<file path="config.mk">
export PLATFORM = sky130hd
export DESIGN_NAME = money_collector_flat
export DESIGN_NICKNAME = d
export VERILOG_FILES = /design/src/rtl/money_collector_pkg.sv /design/src/rtl/money_collector_if.sv /design/src/rtl/money_collector_credit_accumulator.sv /design/src/rtl/money_collector.sv /design/src/flat_wrapper.sv
export SDC_FILE = /design/constraint.sdc
export NUM_CORES = 1
export LEC_CHECK = 0
export ABC_CLOCK_PERIOD_IN_PS = 4650
export CORE_ASPECT_RATIO = 1.4
export CORE_MARGIN = 2
export CORE_UTILIZATION = 47
export DETAILED_ROUTE_END_ITERATION = 8
export GPL_TIMING_DRIVEN = 0
export HOLD_SLACK_MARGIN = 0.03
export PLACE_DENSITY = 0.76
export SETUP_SLACK_MARGIN = 0.02
export SYNTH_ARGS = -nofsm -noshare
export SYNTH_HDL_FRONTEND = slang
export SYNTH_SLANG_ARGS = --single-unit
</file>
<file path="constraint.sdc">
create_clock -name clock -period 4.65 [get_ports clock]
set_input_delay 0.93 -clock clock [delete_from_list [all_inputs] [get_ports clock]]
set_output_delay 0.93 -clock clock [all_outputs]
set_load 0.05 [all_outputs]
</file>
<file path="src/rtl/money_collector_pkg.sv">
// Shared constants and types for the vending payment path.
// Euro amounts are 5-bit even values shared with the change dispenser.
package money_collector_pkg;

  localparam int COIN_VALUE = 2;
  localparam int NOTE_VALUE = 10;
  localparam int MAX_CREDIT = 30;
  localparam int MAX_PRICE  = 28;

  typedef logic [4:0] euro_t;

  typedef enum logic [1:0] {
    IDLE,
    COLLECT,
    DONE,
    REFUND
  } state_t;

endpackage

</file>
<file path="src/rtl/money_collector_if.sv">
// Bus between the price lookup / money sensors and the collector,
// plus the change-dispenser handshake.
interface money_collector_if;
  import money_collector_pkg::*;

  logic  start;
  euro_t valueToPay;
  logic  coin2In;
  logic  note10In;
  logic  cancel;
  logic  changeAck;
  logic  busy;
  euro_t inputMoney;
  logic  changeValid;
  euro_t changeAmount;
  logic  refund;
  logic  rejectItem;
  logic  priceError;

  modport master (
    output start, valueToPay, coin2In, note10In, cancel, changeAck,
    input  busy, inputMoney, changeValid, changeAmount, refund, rejectItem, priceError
  );

  modport slave (
    input  start, valueToPay, coin2In, note10In, cancel, changeAck,
    output busy, inputMoney, changeValid, changeAmount, refund, rejectItem, priceError
  );

endinterface

</file>
<file path="src/rtl/money_collector_credit_accumulator.sv">
// Saturation-checked credit update: a note is evaluated first, then a coin
// against the post-note credit; every insert that is not accepted is flagged.
module credit_accumulator
  import money_collector_pkg::*;
(
  input  logic  enable,
  input  euro_t credit,
  input  logic  coin,
  input  logic  note,
  output euro_t credit_next,
  output logic  reject
);

  logic [5:0] after_note;
  logic [5:0] after_coin;
  logic       note_ok;
  logic       coin_ok;

  // One spare bit so the capacity test cannot wrap around.
  always_comb begin
    note_ok    = enable && note && (({1'b0, credit} + 6'(NOTE_VALUE)) <= 6'(MAX_CREDIT));
    after_note = note_ok ? ({1'b0, credit} + 6'(NOTE_VALUE)) : {1'b0, credit};
    coin_ok    = enable && coin && ((after_note + 6'(COIN_VALUE)) <= 6'(MAX_CREDIT));
    after_coin = coin_ok ? (after_note + 6'(COIN_VALUE)) : after_note;
    credit_next = euro_t'(after_coin);
    reject      = (note && !note_ok) || (coin && !coin_ok);
  end

endmodule

</file>
<file path="src/rtl/money_collector.sv">
// Payment collector: latches the price, accumulates credit, and presents
// change or a cancel refund to the dispenser until it is acknowledged.
module money_collector
  import money_collector_pkg::*;
(
  input logic              clock,
  input logic              reset,
  money_collector_if.slave bus
);

  state_t state;
  state_t state_next;
  euro_t  price;
  euro_t  price_next;
  euro_t  credit;
  euro_t  credit_next;
  euro_t  change;
  euro_t  change_next;
  euro_t  price_even;
  euro_t  acc_credit;
  logic   acc_reject;
  logic   acc_enable;
  logic   reject_reg;
  logic   reject_next;
  logic   price_error_reg;
  logic   price_error_next;

  assign price_even = bus.valueToPay & 5'b11110;
  assign acc_enable = (state == COLLECT) && !bus.cancel;

  credit_accumulator u_accumulator (
    .enable      (acc_enable),
    .credit      (credit),
    .coin        (bus.coin2In),
    .note        (bus.note10In),
    .credit_next (acc_credit),
    .reject      (acc_reject)
  );

  always_ff @(posedge clock) begin
    if (reset) state <= IDLE;
    else       state <= state_next;
  end

  always_comb begin
    state_next = state;
    case (state)
      IDLE:
        if (bus.start && (price_even <= 5'(MAX_PRICE)))
          state_next = (price_even == '0) ? DONE : COLLECT;
      COLLECT:
        if (bus.cancel)                state_next = REFUND;
        else if (acc_credit >= price)  state_next = DONE;
      DONE, REFUND:
        if (bus.changeAck) state_next = IDLE;
      default: state_next = IDLE;
    endcase
  end

  // Outside COLLECT the accumulator is disabled, so any insert shows up as a reject.
  always_comb begin
    price_next       = price;
    credit_next      = credit;
    change_next      = change;
    reject_next      = acc_reject;
    price_error_next = 1'b0;
    case (state)
      IDLE: begin
        reject_next = acc_reject || bus.cancel;
        if (bus.start) begin
          if (price_even > 5'(MAX_PRICE)) begin
            price_error_next = 1'b1;
          end else begin
            price_next  = price_even;
            credit_next = '0;
            change_next = '0;
          end
        end
      end
      COLLECT: begin
        credit_next = acc_credit;
        if (bus.cancel)               change_next = credit;
        else if (acc_credit >= price) change_next = acc_credit - price;
      end
      DONE, REFUND: begin
        if (bus.changeAck) begin
          credit_next = '0;
          change_next = '0;
        end
      end
      default: ;
    endcase
  end

  always_ff @(posedge clock) begin
    if (reset) begin
      price           <= '0;
      credit          <= '0;
      change          <= '0;
      reject_reg      <= 1'b0;
      price_error_reg <= 1'b0;
    end else begin
      price           <= price_next;
      credit          <= credit_next;
      change          <= change_next;
      reject_reg      <= reject_next;
      price_error_reg <= price_error_next;
    end
  end

  assign bus.busy         = (state != IDLE);
  assign bus.inputMoney   = credit;
  assign bus.changeValid  = (state == DONE) || (state == REFUND);
  assign bus.changeAmount = change;
  assign bus.refund       = (state == REFUND);
  assign bus.rejectItem   = reject_reg;
  assign bus.priceError   = price_error_reg;

endmodule
</file>
<file path="src/flat_wrapper.sv">
// flat-port wrapper written by rule: the top's interface ports become plain ports
module money_collector_flat import money_collector_pkg::*;
  (clock, reset, bus_start, bus_valueToPay, bus_coin2In, bus_note10In, bus_cancel, bus_changeAck, bus_busy, bus_inputMoney, bus_changeValid, bus_changeAmount, bus_refund, bus_rejectItem, bus_priceError);
  money_collector_if bus_i ();
  input logic clock;
  input logic reset;
  input wire logic [$bits(bus_i.start)-1:0] bus_start;
  input wire logic [$bits(bus_i.valueToPay)-1:0] bus_valueToPay;
  input wire logic [$bits(bus_i.coin2In)-1:0] bus_coin2In;
  input wire logic [$bits(bus_i.note10In)-1:0] bus_note10In;
  input wire logic [$bits(bus_i.cancel)-1:0] bus_cancel;
  input wire logic [$bits(bus_i.changeAck)-1:0] bus_changeAck;
  output wire logic [$bits(bus_i.busy)-1:0] bus_busy;
  output wire logic [$bits(bus_i.inputMoney)-1:0] bus_inputMoney;
  output wire logic [$bits(bus_i.changeValid)-1:0] bus_changeValid;
  output wire logic [$bits(bus_i.changeAmount)-1:0] bus_changeAmount;
  output wire logic [$bits(bus_i.refund)-1:0] bus_refund;
  output wire logic [$bits(bus_i.rejectItem)-1:0] bus_rejectItem;
  output wire logic [$bits(bus_i.priceError)-1:0] bus_priceError;
  assign bus_i.start = bus_start;
  assign bus_i.valueToPay = bus_valueToPay;
  assign bus_i.coin2In = bus_coin2In;
  assign bus_i.note10In = bus_note10In;
  assign bus_i.cancel = bus_cancel;
  assign bus_i.changeAck = bus_changeAck;
  assign bus_busy = bus_i.busy;
  assign bus_inputMoney = bus_i.inputMoney;
  assign bus_changeValid = bus_i.changeValid;
  assign bus_changeAmount = bus_i.changeAmount;
  assign bus_refund = bus_i.refund;
  assign bus_rejectItem = bus_i.rejectItem;
  assign bus_priceError = bus_i.priceError;
  money_collector u_core (.clock(clock), .reset(reset), .bus(bus_i));
endmodule
</file>
Word-level counts from Yosys, hierarchy flattened
Index checks and enable logic that the tools add are counted.
W data, S select, Z words.
- add/subtract/negate cells: 3
- order comparisons: 5
- equality and inequality tests: 8
- muxes and demuxes: 17
- bitwise operators: 3
- reductions and logical operators: 23
- operator list (cell ; number):
    $mux W5 ; 6
    $pmux W5 S3 ; 2
    $le A6 B5 Y1 const B ; 2
    $mux W2 ; 5
    $reduce_and A3 Y1 ; 3
    $logic_and A1 B1 Y1 ; 8
    $add A5 B4 Y6 const B ; 1
    $add A6 B2 Y6 const B ; 1
    $mux W6 ; 1
    $ne A2 B2 Y1 const B ; 3
    $pmux W2 S3 ; 1
    $ge A5 B5 Y1 ; 1
    $gt A5 B5 Y1 const B ; 1
    $le A5 B5 Y1 const B ; 1
    $logic_not A5 Y1 ; 1
    $sub A5 B5 Y5 ; 1
    $eq A2 B2 Y1 const B ; 2
    $reduce_and A4 Y1 ; 1
    $logic_not A1 Y1 ; 3
    $logic_or A1 B1 Y1 ; 3
    $ne A3 B3 Y1 const B ; 1
    $not A1 Y1 ; 3
    $reduce_or A3 Y1 ; 1
    $eq A2 B1 Y1 const B ; 1
    other kinds (5) ; 6
- register bits after elaboration: 18
- input bits: 12

Depth between registers and ports, before layout
Gate-level depths: netlist of run 1.
- depth after elaboration: 13
- depth in mapped cells: 19

Cells and area by module
A second synthesis of run 1 with hierarchy kept.
- cells, all modules: 158
- area total of the unflattened synthesis: 1328.8 um^2
- modules (own cells, without submodules) (module ; times used ; cells each ; area an instance (um^2)):
    money_collector ; 1 ; 109 ; 980.9
    credit_accumulator ; 1 ; 49 ; 347.8

Least setup slack after synthesis of run 1
No wires, ideal clock.
- path type: input-to-reg
- start: input bus_cancel
- end: register u_core.state[0]
- data arrival time: 4.660 ns
- data required time: 4.509 ns
- setup slack: -0.152 ns
- cell stages on the path: 18
- cells stage by stage: and4bb_4 nand2_1 a21boi_0 inv_1 ha_1 nor4_4 and3_4 nor3_4 xnor2_1 ha_1 inv_1 fa_1 a21o_1 a21o_1 a2111oi_2 nor2_1 a22oi_1 o32ai_1
- cells in the longest elaborated chain, start to end: 12
- elaborated cells on any way between the ends: 15
- those cells by class: add/sub (1); order compare (2); eq/ne (1); mux (4); reduce/logical (7)
- RTL lines (what ; RTL line ; RTL):
    start: declaration ; flat_wrapper.sv:11 ; input wire logic [$bits(bus_i.cancel)-1:0] bus_cancel;
    $logic_not A1 Y1 ; money_collector.sv:29 ; assign acc_enable = (state == COLLECT) && !bus.cancel;
    $logic_and A1 B1 Y1 ; money_collector.sv:29 ;
    $logic_and A1 B1 Y1 (2 in series) ; money_collector_credit_accumulator.sv:21 ; note_ok = enable && note && (({1'b0, credit} + 6'(NOTE_VALUE)) <= 6'(MAX_CREDIT));
    $mux W6 ; money_collector_credit_accumulator.sv:22 ; after_note = note_ok ? ({1'b0, credit} + 6'(NOTE_VALUE)) : {1'b0, credit};
    $add A6 B2 Y6 ; money_collector_credit_accumulator.sv:24 ; after_coin = coin_ok ? (after_note + 6'(COIN_VALUE)) : after_note;
    $le A6 B5 Y1 ; money_collector_credit_accumulator.sv:23 ; coin_ok = enable && coin && ((after_note + 6'(COIN_VALUE)) <= 6'(MAX_CREDIT));
    $logic_and A1 B1 Y1 ; money_collector_credit_accumulator.sv:23 ;
    $mux W5 ; money_collector_credit_accumulator.sv:24 ;
    $ge A5 B5 Y1 ; money_collector.sv:53 ; else if (acc_credit >= price) state_next = DONE;
    $ne A3 B3 Y1 (no line) ; -- ;
    $reduce_and A3 Y1 (no line) ; -- ;
    end signal: assignment ; money_collector.sv:42 ; else state <= state_next;
    end: declaration ; money_collector.sv:11 ; state_t state;
Parallel ways exist; a longest one is shown, timed or not.
A chain may end at the register's enable or synchronous reset.

Worst setup path after layout of run 1
- start: input bus_cancel
- end: register u_core.change[1], in the netlist u_core.bus.changeAmount[1]
- cells in the longest elaborated chain, start to end: 13
- elaborated cells on any way between the ends: 17
- those cells by class: add/sub (2); order compare (2); eq/ne (1); mux (5); reduce/logical (7)
- RTL lines (what ; RTL line ; RTL):
    $logic_not A1 Y1 ; money_collector.sv:29 ;
    $logic_and A1 B1 Y1 ; money_collector.sv:29 ;
    $logic_and A1 B1 Y1 (2 in series) ; money_collector_credit_accumulator.sv:21 ;
    $mux W6 ; money_collector_credit_accumulator.sv:22 ;
    $add A6 B2 Y6 ; money_collector_credit_accumulator.sv:24 ;
    $le A6 B5 Y1 ; money_collector_credit_accumulator.sv:23 ;
    $logic_and A1 B1 Y1 ; money_collector_credit_accumulator.sv:23 ;
    $mux W5 ; money_collector_credit_accumulator.sv:24 ;
    $sub A5 B5 Y5 ; money_collector.sv:83 ; else if (acc_credit >= price) change_next = acc_credit - price;
    $mux W5 ; money_collector.sv:83 ;
    $mux W5 ; money_collector.sv:82 ; if (bus.cancel) change_next = credit;
    $pmux W5 S3 ; money_collector.sv:67 ; case (state)
    end signal: assignment ; money_collector.sv:105 ; change <= change_next;
    end: declaration ; money_collector.sv:17 ; euro_t change;
Parallel ways exist; a longest one is shown, timed or not. The select of a mux whose other input is x is not followed.

==> metrics.md, run 1 <==
| Metric | Value |
|---|---|
| Status | `finished clean` |
| DRC violation total after the first TritonRoute iteration | `a little under 60` |
| Hold path cells | `2` |
| Post-synth EDFFs | `0` |
| Worst r2r path cells | `19` |
| CTS H-Tree Depth | `1` |
| Worst Setup Start Kind | `input pin` |
| Die W | `50.09 um` |
| Layout area overhead | `33.12%` |
| Final hold slack | `0.4822 ns` |
| Top FF cell, synth | `dfxtp_1` |
| Routed vias/inst | `between 5 and 6` |
| Hold endpoint | `u_core.bus.changeAmount[4]` |
| Compound-Gate Fraction of Synth Area | `0.3062` |
| Most frequent cells after synthesis | `dfxtp_1 (17), nor2_1 (15), nand2_1 (10), inv_1 (9)` |
| Max-cap violation count | `0` |
| Cts hold-fix bufs | `0` |
| VDD IR-drop max | `~0.37 mV` |
| Grt peak-use layer | `met2` |
| Nets | `about 220` |
| CTS max path bufs | `2` |
| DRC | `0` |
| Syn Inst Count | `162` |
| Critical path required time | `4.83 ns` |
| Root Buffer | `clkbuf_8` |
| Via Count | `1367` |
| Number of fillers in the final layout | `254` |
| Crit path kind | `in -> reg` |
| Crit path capture type | `flop` |
| GR Util met2 | `0.4309` |
| Distinct cell type count after synthesis | `63` |
| Final hold violations | `0` |
| Post-Synth Simple-Gate Area | `0.2408` |
| Synth area leader | `dfxtp_1` |
| Worst reg2reg endpoint | `u_core.bus.changeAmount[1]` |
| Synth async-reset ratio | `0` |
| Starting Density | `0.4906` |
| Die Ht | `68.52 um` |
| Most common cell on crit path | `a21o_1` |
| XOR/XNOR Fraction of Synth Area | `0.01253` |
| Combinational family with the most area after synthesis | `compound AO/OA/AOI/OAI gates` |
| Count leader, synth | `dfxtp_1` |
| Seq cells post-synth | `17` |
| Syn_area_per_cell | `8.627 um2` |
| IO Port Bufs | `24` |
| Inserted Diodes | `0` |
| Share of the synthesized area in the top cell type | `0.2435` |
| Pleak | `0.7349 nW` |
| Clk_skew | `around 0.0061 ns` |
| PwrDens | `between 400 and 500 nW/um2` |
| Worst Path Arrival | `4.74 ns` |
| Final setup viols | `0` |
| Initial antenna violation count | `0` |
| Final Critical Period | `around 4.6 ns` |
| Antenna Nets Post-Route | `0` |
| CP cell instances | `dlygate4sd2_1 -> and4bb_4 -> nand2_1 -> a21boi_4 -> inv_2 -> ha_4 -> nor4_4 -> and3_4 -> nor3_4 -> xnor2_2 -> ha_2 -> inv_1 -> fa_2 -> a21o_1 -> a21o_1 -> a2111oi_4 -> buf_4 -> o21ai_0 -> a21oi_1` |
| Max-slew violations | `0` |
| Slowest-stage cell, CP | `a2111oi_4` |
| Rel. slew slack | `0.5685` |
| Final worst path period share | `0.9797` |
| Fmax | `219.5 MHz` |
| FP Rows | `23` |
| Fin Setup TNS | `0 ns` |
| Ys Warns | `0` |
| Largest net degree at the start of global routing | `11` |
| Post-synthesis mux area share | `0.04387` |
| M3 GR Usage | `0.01940` |
| First-pass GRT wire length | `between 5000 and 6000 um` |
| Fraction of layout cells with a size suffix above 1 | `0.2284` |
| Grt met1 use | `0.2537` |
| Clock-pin slew on the worst setup and hold paths | `0.07 ns` |
| Synth Area in Adders | `0.07699` |
| Initial DRT Pass Iterations | `5` |
| Routed len/inst | `16.02 um` |
| Worst slew pin tran | `0.6430 ns` |
| R2R setup slack | `0.31 ns` |
| Total CTS buffers | `3` |
| Vias in the first global route | `1340` |
| DP Wirelength | `roughly 2800 um` |
| Hold Path Class | `reg -> reg` |
| Max stage delay on crit path | `between 0.3 and 0.4 ns` |
| Core area | `2849 um2` |
| Reg-to-reg startpoint | `u_core.bus.inputMoney[2]` |
| GR Util All Layers | `0.2296` |
| Clk sink count | `17` |
| CP max FO | `4` |
| GRT overflow | `0` |
| IO Pins | `27` |
| Post-synthesis sequential area ratio | `0.2435` |
| Synth area leaders | `dfxtp_1 (24%), ha_1 (6.3%), nor2_1 (4.0%), mux2i_1 (3.6%), o221a_2 (3.2%)` |
| Die area | `3432 um2` |
| Clock Latency Late Sink | `between 0.2 and 0.3 ns` |
| Mapped cell area | `about 1400 um2` |
| Hold path start | `u_core.bus.changeAmount[4]` |
| GPL Wtd Cong | `between 0.9 and 1` |
| TritonCTS clock tree | `done` |
| Drt total wl | `3749 um` |
| Post-layout util | `0.6531` |
| Post-synth net total | `182` |
==> cell usage in the layout, fill, tap and decap left out, types with 5 or more instances in the layout <==
cell / instances
clkdlybuf4s50_1: 22
dfxtp_1: 17
nor2_1: 13
nand2_1: 10
buf_4: 9
inv_1: 8
a21oi_1: 7
clkbuf_8: 5
nand3_1: 5
o21ai_0: 5
mux2i_1: 5
ha_1: 5
==> worst max path at each step <==
stage | cells past startpoint | endpoint | slack [ns] | start
6_report | 19 | u_core.bus.changeAmount[1] | 0.09 | bus_cancel
2_1_floorplan | 18 | u_core.state[0] | 0.07 | bus_cancel
4_1_cts | 19 | u_core.bus.changeAmount[1] | 0.04 | bus_cancel
3_3_place_gp | 19 | u_core.state[0] | -0.86 | bus_note10In
3_5_place_dp | 19 | u_core.state[0] | -0.89 | bus_note10In
5_1_grt | 19 | u_core.bus.changeAmount[3] | -0.04 | bus_cancel
==> cell families after synthesis <==
family / after synthesis
compound gates: 55
xor+xnor: 2
fa+ha+maj: 8
buf+inv: 20
flops: 17
mux: 6
other cells: 1
simple gates: 53
==> sequential cells by signal, indices dropped and copies added (netlist names) <==
| register | count |
|---|---|
| u_core.bus.rejectItem | 1 |
| u_core.price | 4 |
| u_core.bus.inputMoney | 4 |
| u_core.bus.changeAmount | 5 |
| u_core.bus.priceError | 1 |
| u_core.state | 2 |
==> report_power, final <==
group          internal [mW]  total, mW  switching (mW)
Combinational          0.220      0.523           0.303
Sequential             0.169      0.184          0.0147
Clock                 0.0596      0.114          0.0548
==> through the flow <==
stage | setup slack, ns | cell area, um2 | std cells | total power [mW]
floorplan | 0.06727 | 1418 | 162 | 0.5380
global placement | -0.8562 | 1704 | 223 | 0.6374
finish | 0.09460 | 1861 | 234 | 0.8211
global route | -0.03511 | 1861 | 234 | 0.8699
CTS | 0.03852 | 1832 | 233 | 0.7970
detailed placement | -0.8884 | 1704 | 223 | 0.6463
==> critical path: cells and delay by family <==
family / cells / cell delay [ns]
adders and majority gates: 3 / 0.77
AOI/OAI and AO/OA: 6 / 1.18
xor gates and xnor gates: 1 / 0.15
and+or+nand+nor: 5 / 1.11
buffers and inverters: 4 / 0.59
==> what timing repair did <==
item                       CTS  global route
setup buffers                6             2
setup endpoints to repair    7             6
gates resized for setup     11             3
pin swaps                   11             5
==> final cells by class <==
type / count / area (um2) / area share
Sequential cell: 17 / 340.3 / 0.1829
Timing Repair Buffer: 32 / 299.0 / 0.1607
Clock inverter: 1 / 5.005 / 0.002690
Clock buffer: 3 / 41.29 / 0.02219
Buffer: 10 / 65.06 / 0.03497
Inverter: 9 / 33.78 / 0.01816
Multi-Input combinational cell: 125 / 1030 / 0.5535
Tap cell: 37 / 46.29 / 0.02488
==> layer usage <==
layer	up-vias	part of all wire
met2	45	0.55
met3	10	0.031
li1	673	-
met5	-	0
met1	639	0.39
met4	0	0.030
No activity file was read; power rests on OpenSTA's default activity.
==> run 2: changes to the inputs <==
Settings changed: CELL_PAD_IN_SITES_DETAIL_PLACEMENT set to 1, CELL_PAD_IN_SITES_GLOBAL_PLACEMENT set to 1, CORE_UTILIZATION 47 to 35, PLACE_DENSITY 0.76 to not set, PLACE_DENSITY_LB_ADDON set to 0.2.
==> metrics.md, run 2 (synthesis results as in run 1) <==
| Metric | Value |
|---|---|
| Final setup viols | `0` |
| IO Pins | `27` |
| Status | `finished clean` |
| Starting Density | `0.3597` |
| R2R setup slack | `0.34 ns` |
| PwrDens | `440.1 nW/um2` |
| Crit path kind | `in -> reg` |
| Rel. slew slack | `0.5294` |
| Layout area overhead | `34.83%` |
| Final hold violations | `0` |
| Total CTS buffers | `3` |
| Routed len/inst | `17.67 um` |
| Pleak | `0.7324 nW` |
| Worst Setup Start Kind | `input pin` |
| GR Util All Layers | `0.2003` |
| Fraction of layout cells with a size suffix above 1 | `0.2538` |
| TritonCTS clock tree | `done` |
| Commonest non-fill, non-tap cell in the layout | `clkdlybuf4s50_1` |
| Hold Path Class | `reg -> reg` |
| Fmax | `about 220 MHz` |
| Clock-pin slew on the worst setup and hold paths | `0.08 ns` |
| CTS max path bufs | `2` |
| Final Critical Period | `4.455 ns` |
| Fin Setup TNS | `0 ns` |
| Routed vias/inst | `5.817` |
| Setup repair after global routing missed its margin | `no` |
| Dpl cells | `229` |
| Post-layout util | `0.4850` |
| Cts hold-fix bufs | `0` |
| Inserted Diodes | `0` |
| Die area | `4522 um2` |
| Pre-CTS WS | `-0.9978 ns` |
| Final worst path period share | `0.9581` |
| FP Rows | `27` |
| Via Count | `1396` |
| Antenna Nets Post-Route | `0` |
| Crit path capture type | `flop` |
| Core area | `around 3900 um2` |
| Clock Latency Late Sink | `approximately 0.26 ns` |
| Final worst slack | `0.1948 ns` |
| Worst slew pin tran | `between 0.7 and 0.8 ns` |
| Initial DRT Pass Iterations | `4` |
| Finished Layout Cells | `240` |
| Max-slew violations | `0` |
| Most frequent cells in the layout | `clkdlybuf4s50_1 (22), dfxtp_1 (17), nor2_1 (13), nand2_1 (9), buf_4 (9)` |
| GPL Wtd Cong | `just over 0.8` |
| DRC violation total after the first TritonRoute iteration | `57` |
| Clk sink count | `17` |
| Worst Path Arrival | `4.64 ns` |
| Largest net degree at the start of global routing | `11` |
| Overall power | `0.8293 mW` |
| Root Buffer | `clkbuf_8` |
| Die W | `57.41 um` |
| Max-cap violation count | `0` |
| VDD IR-drop max | `0.3123 mV` |
| DRC | `0` |
| Clk_skew | `around 0.0021 ns` |
| Vias in the first global route | `1497` |
| GRT overflow | `0` |
| Area post-placement | `around 1700 um2` |
| CP max FO | `4` |
| Critical path required time | `4.84 ns` |
| DP Wirelength | `3331 um` |
| Cell area after layout | `1884 um2` |
| Number of fillers in the final layout | `466` |
| Die Ht | `78.77 um` |
| Drt total wl | `4240 um` |
| IO Port Bufs | `24` |
| Nets | `218` |
| Initial antenna violation count | `0` |
| Max FFs per register | `5` |
| First-pass GRT wire length | `7127 um` |
| Final hold slack | `roughly 0.48 ns` |
| CTS H-Tree Depth | `1` |
==> run 2: cell count changes in the layout (fill, tap and decap cells not counted), sizes merged <==
cell           delta
clkdlybuf4s15     +1
dlygate4sd2       -1
==> run 2: power by group <==
group | switching [mW] | internal [mW] | total, mW | leakage, nW
combinational | 0.311 | 0.215 | 0.526 | 0.568
sequential | 0.0153 | 0.169 | 0.185 | 0.139
clock | 0.0590 | 0.0597 | 0.119 | 0.0255
total | 0.385 | 0.444 | 0.829 | 0.732
==> run 2: metal layers <==
layer	up-vias	routed length, um	GRT usage	part of all wire
met5	-	0	0	0
met4	0	44	0.04419	0.010
met3	5	112	0.02280	0.026
met2	31	2398	0.4068	0.57
met1	683	1684	0.2102	0.40
li1	677	-	-	-
==> run 2: cell type report <==
type | count | area, um2 | share of cell area
Buffer | 10 | 65.06 | 0.03453
Multi-Input combinational cell | 125 | 1045 | 0.5544
Clock inverter | 1 | 5.005 | 0.002656
Tap cell | 43 | 53.80 | 0.02855
Clock buffer | 3 | 41.29 | 0.02191
Sequential cell | 17 | 340.3 | 0.1806
Inverter | 9 | 33.78 | 0.01793
Timing Repair Buffer | 32 | 300.3 | 0.1594
==> run 2: path summary, 6_finish.rpt <==
kind	depth (start not counted)	startpoint	endpoint
setup / recovery	19	bus_cancel	u_core.bus.changeAmount[4]
hold / removal	1	u_core.bus.changeAmount[0]	u_core.bus.changeAmount[0]
setup reg to reg	18	u_core.bus.inputMoney[2]	u_core.bus.changeAmount[4]
hold reg to reg	1	u_core.bus.changeAmount[0]	u_core.bus.changeAmount[0]
==> run 2: critical path, cell delays in order <==
cell and delay [ns]:
clkdlybuf4s15_1 0.19, and4bb_4 0.38, nand2_2 0.08, a21boi_4 0.17, inv_2 0.08, ha_4 0.25
nor4_4 0.31, and3_4 0.27, nor3_4 0.06, xnor2_2 0.15, ha_2 0.20, inv_2 0.05
fa_2 0.36, a21o_1 0.17, a21o_1 0.20, a2111oi_4 0.37, buf_4 0.19, o21ai_0 0.08
a21oi_1 0.16
==> run 2: what timing repair did <==
item / CTS / global route
pin swaps: 10 / 16
gates resized for setup: 12 / 9
setup buffers: 4 / 4
gates cloned: 0 / 0
setup endpoints to repair: 7 / 7
==> run 3: changes to the inputs <==
Settings changed: CORE_UTILIZATION 35 to 34, SYNTH_HIERARCHICAL set to 1.
==> metrics.md, run 3 <==
| Metric | Value |
|---|---|
| Largest net degree at the start of global routing | `12` |
| Post-synthesis sequential area ratio | `0.2712` |
| Via Count | `1347` |
| Max-slew violations | `0` |
| Antenna Nets Post-Route | `0` |
| Met2 wire length | `between 2000 and 2500 um` |
| Inserted Diodes | `0` |
| DRC violation total after the first TritonRoute iteration | `44` |
| Hold path cells | `2` |
| Met3 wire len | `101 um` |
| Number of fillers in the final layout | `between 400 and 500` |
| Root Buffer | `clkbuf_8` |
| Worst Setup Start Kind | `input pin` |
| CTS H-Tree Depth | `1` |
| Nets | `215` |
| Die area | `4431 um2` |
| Vias in the first global route | `1379` |
| Syn_area_per_cell | `8.410 um2` |
| Overall power | `0.4797 mW` |
| Most frequent cells in the layout | `clkdlybuf4s50_1 (23), dfxtp_1 (18), nand2_1 (16), nor2_1 (15), buf_4 (11)` |
| DRC | `0` |
| Synth async-reset ratio | `0` |
| PwrDens | `266.4 nW/um2` |
| Commonest non-fill, non-tap cell in the layout | `clkdlybuf4s50_1` |
| Drt total wl | `3972 um` |
| Reg-to-reg startpoint | `u_core/bus.inputMoney[1]` |
| Clock Latency Late Sink | `0.25 ns` |
| Crit path capture type | `flop` |
| GRT overflow | `0` |
| Initial antenna violation count | `0` |
| First-pass GRT wire length | `~6300 um` |
| Max stage delay on crit path | `0.38 ns` |
| Worst slew pin tran | `0.5034 ns` |
| Post-synth EDFFs | `0` |
| Syn Inst Count | `158` |
| Highest metal used | `met4` |
| FP Rows | `26` |
| Fmax | `approximately 220 MHz` |
| Hold endpoint | `u_core/bus.changeAmount[0]` |
| Clk sink count | `18` |
| Rel. slew slack | `0.6634` |
| Top FF cell, synth | `dfxtp_1` |
| Layout area overhead | `35.50%` |
| GPL Wtd Cong | `0.7544` |
| Worst Path Arrival | `approximately 4.7 ns` |
| VDD IR-drop max | `0.1541 mV` |
| Starting Density | `0.3583` |
| Routed vias/inst | `~5.7` |
| Die W | `56.84 um` |
| Synth area leader | `dfxtp_1` |
| Final Critical Period | `about 4.5 ns` |
| Mapped cell area | `1329 um2` |
| Crit path kind | `in -> reg` |
| Clk_skew | `0.0006696 ns` |
| IO Pins | `27` |
| Core area | `about 3700 um2` |
| Hold Path Class | `reg -> reg` |
| Final setup viols | `0` |
| Distinct cell type count after synthesis | `54` |
| Finished Layout Cells | `237` |
| DP Wirelength | `3058 um` |
| Synth area leaders | `dfxtp_1 (27%), mux2i_1 (8.3%), ha_1 (5.6%), nand2_1 (5.1%), nor2_1 (4.5%)` |
| IO Port Bufs | `24` |
| Share of the synthesized area in the top cell type | `0.2712` |
| Status | `finished clean` |
| R2R setup slack | `between 0.4 and 0.5 ns` |
| Die Ht | `approximately 78 um` |
| Post-synth net total | `between 150 and 200` |
| CP max FO | `6` |
| Pleak | `0.7257 nW` |
| Worst reg2reg endpoint | `u_core/bus.changeAmount[2]` |
| Hold path start | `u_core/bus.changeAmount[0]` |
| Worst r2r path cells | `17` |
| Cts hold-fix bufs | `0` |
| Fraction of layout cells with a size suffix above 1 | `0.2051` |
| Slowest-stage cell, CP | `fa_2` |
| Routed len/inst | `16.76 um` |
| Total CTS buffers | `3` |
| Ys Warns | `6` |
| Seq cells post-synth | `18` |
| Final worst path period share | `0.9651` |
| TritonCTS clock tree | `done` |
| CP cell instances | `dlygate4sd2_1 -> buf_6 -> nor2_4 -> nand2_4 -> and2b_2 -> nand2_2 -> mux2i_2 -> ha_1 -> inv_2 -> a311oi_2 -> maj3_2 -> a21oi_4 -> mux2_4 -> fa_2 -> a21o_1 -> o21ai_2 -> a21o_1 -> buf_6 -> mux2i_1` |
| GR Util All Layers | `0.1776` |
| Met1 Routed Length | `1486 um` |
| CTS max path bufs | `2` |
| Final hold violations | `0` |
| Critical path required time | `4.82 ns` |
| Dpl cells | `224` |
| Most frequent cells after synthesis | `dfxtp_1 (18), nand2_1 (18), nor2_1 (16), inv_1 (11), mux2i_1 (11)` |
| Initial DRT Pass Iterations | `4` |
| Clock-pin slew on the worst setup and hold paths | `roughly 0.07 ns` |
| Max-cap violation count | `0` |
-- run 3: changes by cell type after synthesis, sizes merged, moves of 3 or more --
cell and delta:
mux2 +3, a21boi -4, and3 -3, clkbuf -5, nand2 +9, nor3 -3
a21o -3, o221a -4, mux2i +6, a31oi -3
-- run 3: layer usage --
| metal | GRT usage | vias to the layer above |
|---|---|---|
| met3 | 0.02167 | 12 |
| met5 | 0 | - |
| met2 | 0.3628 | 28 |
| met4 | 0.06512 | 0 |
| li1 | - | 652 |
| met1 | 0.1740 | 655 |
-- run 3: final cells by class --
cell class	instances	area (um2)	area share
clock buffer	4	55.05	0.03058
buffer	7	53.80	0.02988
multi-input combinational	122	930.9	0.5170
sequential	18	360.3	0.2001
timing repair buffer	33	306.5	0.1703
tap	42	52.55	0.02919
inverter	11	41.29	0.02293
-- run 3: stage by stage --
| stage | hold slack (ns) | setup slack, ns | cell area, um2 | util | TNS (ns) |
|---|---|---|---|---|---|
| 4_1_cts | 0.4685 | 0.07002 | 1734 | 0.4676 | 0 |
| 2_1_floorplan | 0.4634 | 0.03904 | 1329 | - | 0 |
| 5_1_grt | 0.4789 | -0.009151 | 1800 | 0.4855 | -0.009151 |
| 3_3_place_gp | 0.4489 | -0.9743 | 1622 | 0.4372 | -6.634 |
| 3_5_place_dp | 0.4576 | -1.184 | 1622 | 0.4372 | -7.746 |
| 6_report | 0.4601 | 0.1621 | 1800 | 0.4855 | 0 |
-- run 3: kinds of logic after synthesis --
kind of cell    synth area share
compound gates            0.2251
xor+xnor                 0.01319
fa+ha+maj                0.08004
buf+inv                  0.06591
flops                     0.2712
mux                       0.1224
simple gates              0.2222
-- run 3: power breakdown --
group          internal (mW)  switching, mW  leakage (nW)
registers              0.162        0.00966         0.146
logic                 0.0799          0.100         0.551
clock network         0.0751         0.0522        0.0288
total                  0.318          0.162         0.726
-- run 3: worst max-delay path, delay by kind of cell --
family	cells	cell delay [ns]
fa+ha+maj	3	1.03
buf+inv	4	0.64
simple gates	4	0.57
compound gates	5	0.72
mux	3	0.78
-- run 3: worst max-delay path by stage --
stage	to	slack, ns	start
2_1_floorplan	u_core/bus.changeAmount[0]	0.04	bus_cancel
3_3_place_gp	u_core/bus.changeAmount[0]	-0.97	bus_cancel
3_5_place_dp	u_core/bus.changeAmount[2]	-1.18	bus_cancel
4_1_cts	u_core/bus.changeAmount[2]	0.07	bus_cancel
5_1_grt	u_core/bus.changeAmount[2]	-0.009	bus_cancel
6_report	u_core/bus.changeAmount[2]	0.16	bus_cancel
-- run 3: timing repair --
item                                    CTS  global route
endpoints found under the setup margin    7             7
pin swaps                                 3             5
gates resized for setup                  14             5
setup buffers                             3             6
